<file path="src/rtl/sync_fifo_pkg.sv">
// Shared defaults and sizing helper for the sync_fifo block.
package sync_fifo_pkg;

   localparam int unsigned DEF_DATA_WIDTH = 8;
   localparam int unsigned DEF_DEPTH      = 16;

   // Occupancy must represent 0..depth inclusive, hence one extra bit.
   function automatic int unsigned count_width(input int unsigned depth);
      return $clog2(depth) + 1;
   endfunction

endpackage

</file>
<file path="src/rtl/sync_fifo_mem.sv">
// fifo_mem: storage array for sync_fifo, one write port, one asynchronous read port, no reset.
module fifo_mem #(
   parameter int unsigned DATA_WIDTH = 8,
   parameter int unsigned ADDR_WIDTH = 4
) (
   input  logic                  clk,
   input  logic                  wr_en,
   input  logic [ADDR_WIDTH-1:0] wr_addr,
   input  logic [DATA_WIDTH-1:0] wr_data,
   input  logic [ADDR_WIDTH-1:0] rd_addr,
   output logic [DATA_WIDTH-1:0] rd_data
);

   logic [DATA_WIDTH-1:0] mem [2**ADDR_WIDTH];

   always_ff @(posedge clk) begin
      if (wr_en) mem[wr_addr] <= wr_data;
   end

   assign rd_data = mem[rd_addr];

endmodule

</file>
<file path="src/rtl/sync_fifo.sv">
// Synchronous FIFO with occupancy count, almost flags and sticky error flags.
// Define SYNC_FIFO_FWFT_EN for first-word-fall-through output; otherwise data_out is registered on pop.
module sync_fifo
   import sync_fifo_pkg::*;
#(
   parameter int unsigned DATA_WIDTH = DEF_DATA_WIDTH,
   parameter int unsigned DEPTH      = DEF_DEPTH,
   parameter int unsigned AF_LEVEL   = DEPTH - 2,
   parameter int unsigned AE_LEVEL   = 2
) (
   input  logic                          clk,
   input  logic                          rst,
   input  logic                          push,
   input  logic [DATA_WIDTH-1:0]         data_in,
   input  logic                          pop,
   input  logic                          clr_err,
   output logic [DATA_WIDTH-1:0]         data_out,
   output logic                          full,
   output logic                          empty,
   output logic                          almost_full,
   output logic                          almost_empty,
   output logic [count_width(DEPTH)-1:0] count,
   output logic                          overflow,
   output logic                          underflow
);

   localparam int unsigned AW = $clog2(DEPTH);
   localparam int unsigned CW = count_width(DEPTH);
   localparam logic [CW-1:0] FULL_CNT = CW'(DEPTH);
   localparam logic [CW-1:0] AF_CNT   = CW'(AF_LEVEL);
   localparam logic [CW-1:0] AE_CNT   = CW'(AE_LEVEL);

   logic [AW-1:0]         wr_ptr;
   logic [AW-1:0]         rd_ptr;
   logic [DATA_WIDTH-1:0] head;
   logic                  push_ok;
   logic                  pop_ok;

   assign full         = (count == FULL_CNT);
   assign empty        = (count == '0);
   assign almost_full  = (count >= AF_CNT);
   assign almost_empty = (count <= AE_CNT);

   // A push into a full FIFO is still taken when a pop frees the slot in the same cycle.
   assign pop_ok  = pop && !empty;
   assign push_ok = push && (!full || pop_ok);

   fifo_mem #(
      .DATA_WIDTH (DATA_WIDTH),
      .ADDR_WIDTH (AW)
   ) u_mem (
      .clk     (clk),
      .wr_en   (push_ok),
      .wr_addr (wr_ptr),
      .wr_data (data_in),
      .rd_addr (rd_ptr),
      .rd_data (head)
   );

   always_ff @(posedge clk or negedge rst) begin
      if (!rst) begin
         wr_ptr    <= '0;
         rd_ptr    <= '0;
         count     <= '0;
         overflow  <= 1'b0;
         underflow <= 1'b0;
      end else begin
         if (push_ok) wr_ptr <= wr_ptr + AW'(1);
         if (pop_ok)  rd_ptr <= rd_ptr + AW'(1);

         if (push_ok && !pop_ok)      count <= count + CW'(1);
         else if (pop_ok && !push_ok) count <= count - CW'(1);

         // New error events win over a simultaneous clear.
         if (push && !push_ok) overflow <= 1'b1;
         else if (clr_err)     overflow <= 1'b0;

         if (pop && !pop_ok)   underflow <= 1'b1;
         else if (clr_err)     underflow <= 1'b0;
      end
   end

`ifdef SYNC_FIFO_FWFT_EN
   assign data_out = empty ? '0 : head;
`else
   always_ff @(posedge clk or negedge rst) begin
      if (!rst)        data_out <= '0;
      else if (pop_ok) data_out <= head;
   end
`endif

endmodule

</file>
<file path="config.mk">
export PLATFORM = sky130hd
export DESIGN_NAME = sync_fifo
export DESIGN_NICKNAME = d
export VERILOG_FILES = /design/src/rtl/sync_fifo_pkg.sv /design/src/rtl/sync_fifo_mem.sv /design/src/rtl/sync_fifo.sv
export SDC_FILE = /design/constraint.sdc
export NUM_CORES = 1
export LEC_CHECK = 0
export ABC_AREA = 1
export BUFFER_PORTS_ARGS = -buffer_cell sky130_fd_sc_hd__buf_2
export CAP_MARGIN = 40
export CORE_UTILIZATION = 57
export DETAILED_ROUTE_END_ITERATION = 16
export HOLD_SLACK_MARGIN = 0.12
export PLACE_DENSITY = 0.76
export SYNTH_ARGS = -nofsm -noshare
export SYNTH_HDL_FRONTEND = slang
export SYNTH_SLANG_ARGS = --single-unit
</file>
<file path="constraint.sdc">
create_clock -name clk -period 2.7 [get_ports clk]
set_input_delay 0.405 -clock clk [delete_from_list [all_inputs] [get_ports clk]]
set_output_delay 0.405 -clock clk [all_outputs]
set_load 0.01 [all_outputs]
</file>
* Word level (Yosys, flattened, before mapping)
Memories as Yosys holds them, arrays and structs flattened. A register that Yosys moved wholly into a read port is not among the register bits. Index checks and enable logic that the tools add are counted.
Storage, ports and cells: register bits 15, memory bits (writable) 128, bits of input ports 13, output and inout port bits 19, word-level logic and storage cells 36, memories kept 1
Memory list:
- u_mem.mem | words 16, bits a word 8, rd ports 1, clocked after memory_dff 1, write ports 1, line sync_fifo_mem.sv:14 | logic [DATA_WIDTH-1:0] mem [2**ADDR_WIDTH];
Operators by class: add/sub/neg operators 4, order comparisons 2, equal/unequal tests 1, mux-type cells 7, reductions and logical operators 16
Operator list (number):
- 2-to-1 mux 5 bit | 2
- adder 4 x 1 -> 4 bit (second input constant) | 2
- logical AND 1 bit | 6
- nonzero test 2 bit | 3
- adder 5 x 1 -> 5 bit (second input constant) | 1
- equality test 5 bit (second input constant) | 1
- greater-or-equal comparator 5 x 4 -> 1 bit (second input constant) | 1
- less-or-equal comparator 5 x 2 -> 1 bit (second input constant) | 1
- zero test 1 bit | 5
- zero test 5 bit | 1
- 2-to-1 mux 1 bit | 5
- subtractor 5 x 1 -> 5 bit (second input constant) | 1
- logical OR 1 bit | 1

* Depth between registers and ports, before layout
depth in word-level cells 9, gate-level depth with buffers 13, gate-level depth less buffers 13

* Cells and area by module
A second synthesis with hierarchy kept.
Second synthesis, totals: cell total of the unflattened synthesis 688, area total of the unflattened synthesis 6854.1 um2
By module, submodules not included:
- fifo_mem | times used 1, cells an instance 543, area each 5606.6 um2, seq. area each 3843.7 um2
- sync_fifo | times used 1, cells an instance 145, area each 1247.4 um2, seq. area each 575.6 um2

* Worst setup path after synthesis
No wires, ideal clock.
path kind flip-flop to flip-flop, from reg count[0], to reg count[4], arrival 2149 ps, data required time 2635 ps, path slack 487 ps, stages on the path, launching flop included 14, buffers on the path 1, period minus slack after synthesis 2213 ps, cell sequence dfrtp_1 nor2_1 nand3_1 nand2_1 buf_2 ha_1 inv_1 fa_1 a21oi_1 nor2_1 nor2_1 xor2_1 nand2_1 nand2_1
On the way: longest elaborated chain between the ends 8
Ends and longest elaborated chain:
- start, declared | line sync_fifo.sv:22 | output logic [count_width(DEPTH)-1:0] count,
- start signal, assigned | line sync_fifo.sv:71 | if (push_ok && !pop_ok) count <= count + CW'(1);
- start signal, assigned | line sync_fifo.sv:72 | else if (pop_ok && !push_ok) count <= count - CW'(1);
- parallel branches: the longest is 8 deep, another holds subtractor 5 x 1 -> 5 bit
Parallel ways; which one is timed is not known. The select of a mux whose other input is x is not followed. A chain may end at the register's enable or synchronous reset.

* Worst setup path in the final report
from reg count[3], to reg count[4]
On the way: longest elaborated chain between the ends 8
Ends and longest elaborated chain:
- zero test 5 bit | line sync_fifo.sv:40 | assign empty = (count == '0);
- zero test 1 bit | line sync_fifo.sv:45 | assign pop_ok = pop && !empty;
- logical AND 1 bit | line sync_fifo.sv:45
- logical OR 1 bit (*) | line sync_fifo.sv:46 | assign push_ok = push && (!full || pop_ok);
- logical AND 1 bit (*) | line sync_fifo.sv:46
- named net push_ok | line sync_fifo.sv:36 | logic push_ok;
- zero test 1 bit | line sync_fifo.sv:72
- logical AND 1 bit | line sync_fifo.sv:72
- nonzero test 2 bit (no source line)
Mark *: on every way through the listed nets, which the timed path passes. The rest lies on a longest branch. The select of a mux whose other input is x is not followed.

==> summary.txt <==
initial core utilization - 58.8%
Post-Synth Simple-Gate Area - 21.6%
post-CTS setup buffer count - 0
Initial DRC Count - 411
PD cells - 1050 nW/um2
Seq/Total Area, Yosys - 65.5%
Power, Total - 7.92 mW
final setup margin - 203 ps
Yosys reg bits - 151
worst rel slew slack - 49.4%
Die Area - 12300 um2
I/O pins - 32
most frequent cells in the layout - nand2_1, edfxtp_1, inv_1
clock sink count - 151
Critical Path RT - 3070 ps
period utilisation layout - 92.5%
commonest non-fill, non-tap cell in the layout - nand2_1
minimum period implied by the final worst setup slack - 2500 ps
detailed-router iteration count before antenna repair - 5
first-pass GRT wire length - 22900 um
routed length per placed instance - 16.3 um
crit path capture type - register
Worst Hold Class - in2reg
core area - 11500 um2
Port Buffers - 31
Worst-Skew Late Latency - 430 ps
Slew Viols, Final - 0
htree depth - 4
TritonCTS Buffers - 17
routed wire length - 13900 um
post-placement setup slack - 320 ps
adder-cell share of the synthesized area - 1.97%
Static Leak - 3.37 nW
synthesized cell area - 6750 um2
Syn. warnings - 0
unique cell type count in the Yosys netlist - 26
RSZ-0062 raised after global routing - no
mux contribution to synthesized area - 0%
Peak Freq - 401 MHz
Final nets - 720
# rows - 39
Die X - 111 um
vias in the first global route - 4654
RePlAce Congestion - 0.932
Critical Path Source Type - register
largest net degree at the start of global routing - 67
skew final - 8.34 ps
clk root buf - clkbuf_16
post-route antenna net violation count - 0
Max IR drop VDD - 0.000701 V
CTS tree - done
DP HPWL - 8980 um
dominant combinational cell family by area after synthesis - simple AND/OR/NAND/NOR gates
DR vias - 4575
antenna violations before repair - 0
XOR/XNOR Fraction of Synth Area - 1.28%
# setup viols final - 0
Via density - 5.36
crit-path max FO - 10
WS Path Type - reg2reg
layout cell share with drive strength beyond 1 - 11.3%
Final Hold Vio Count - 0
Clock transition at path regs - 60 ps
Fin Setup TNS - 0 ps
DRC - 0
WP data arrival - 2860 ps
area grow syn2layout - 11.7%
status - completed
post-synthesis compound-gate area fraction - 0.946%
clock tree buffer depth - 2
grt ovf - 0
All-Layer GR Usage - 25.0%
Mapped Nets - 691
Least-Margin Pin Slew - 756 ps
Die Y - 111 um
Mapped Cells - 668
max cap viols - 0
mean area per synthesized cell - 10.1 um2
Ant. Diodes - 0
[state kept, by name, summed over array words and instances (netlist names)]
name,count
u_mem.mem,128
data_out,8
count,5
rd_ptr,4
wr_ptr,4
overflow,1
underflow,1
[logic make-up after synthesis]
| kind of cell | Yosys count |
|---|---|
| adder cells (fa/ha/maj) | 10 |
| AO/OA/AOI/OAI | 12 |
| AND/OR/NAND/NOR | 345 |
| flip-flops | 151 |
| buffers and inverters | 141 |
| XOR/XNOR | 9 |
[through the flow]
step	cells	area (um2)	util [%]	hold slack [ps]
2_1_floorplan	668	6750	-	109
3_3_place_gp	820	6980	60.8	403
3_5_place_dp	820	6980	60.8	409
4_1_cts	853	7530	65.7	207
5_1_grt	853	7540	65.7	204
6_report	853	7540	65.7	210
[power breakdown]
part	switching [mW]	leakage, nW	internal [mW]	total, mW
Clock	0.974	0.263	1.19	2.16
Sequential	0.203	1.43	2.89	3.09
Combinational	1.84	1.68	0.831	2.67
Total	3.01	3.37	4.91	7.92
[repair_timing]
item,4_1_cts,5_1_grt
resized for setup,0,5
hold buffers,1,0
setup endpoints to repair,0,1
endpoints found under the hold margin,23,0
[critical path, stage by stage (launching register included)]
cell,delay (ps)
dfrtp_2,450
nor2_2,160
nand2_1,120
nor3_4,310
nor2_8,80
ha_1,240
inv_2,100
ha_1,270
a21oi_1,150
nor2_1,60
nor2_1,150
xor2_1,200
nand2_1,80
nand2_1,60
[cell usage after synthesis]
| cell type | n | share of area, % |
|---|---|---|
| a21boi_0 | 1 | 0.11 |
| a21oi_1 | 3 | 0.22 |
| a31oi_1 | 1 | 0.093 |
| buf_2 | 17 | 1.3 |
| buf_4 | 7 | 0.78 |
| buf_6 | 1 | 0.17 |
| clkbuf_1 | 2 | 0.11 |
| clkinv_1 | 2 | 0.11 |
| dfrtp_1 | 23 | 8.5 |
| edfxtp_1 | 128 | 57 |
| fa_1 | 1 | 0.30 |
| ha_1 | 9 | 1.7 |
| inv_1 | 110 | 6.1 |
| inv_2 | 2 | 0.11 |
| nand2_1 | 219 | 12 |
| nand2_4 | 1 | 0.17 |
| nand3_1 | 99 | 7.3 |
| nand4_1 | 1 | 0.093 |
| nor2_1 | 22 | 1.2 |
| nor2_2 | 1 | 0.093 |
| nor2_8 | 1 | 0.30 |
| nor3_4 | 1 | 0.24 |
| o21ai_0 | 7 | 0.52 |
| xnor2_1 | 1 | 0.13 |
| xor2_1 | 7 | 0.91 |
| xor2_2 | 1 | 0.24 |
[per-layer routing]
metal / global-route usage [%] / wire [um] / vias to the layer above
met4: 13.4 / 431 / 0
met1: 30.7 / 5710 / 2190
met2: 40.8 / 6940 / 157
li1: - / - / 2193
met3: 6.29 / 857 / 35
met5: 0 / 0 / -
[cell type report]
type | count | area [um2]
Sequential cell | 151 | 4420
Tap cell | 143 | 179
Fill cell | 869 | 3930
Timing Repair Buffer | 37 | 215
Clock buffer | 17 | 425
Clock inverter | 15 | 120
Multi-Input combinational cell | 376 | 1750
Inverter | 114 | 428
[path summary, 6_finish.rpt]
kind,from,end,slack [ps],depth (start not counted)
max,count[3],count[4],200,13
min,clr_err,overflow,210,2
max reg2reg,count[3],count[4],200,13
min reg2reg,data_out[3],data_out[3],480,2
max in group asynchronous,rst,rd_ptr[0],1850,2
min in group asynchronous,rst,count[1],480,2
(Power assumes the default switching activity.)
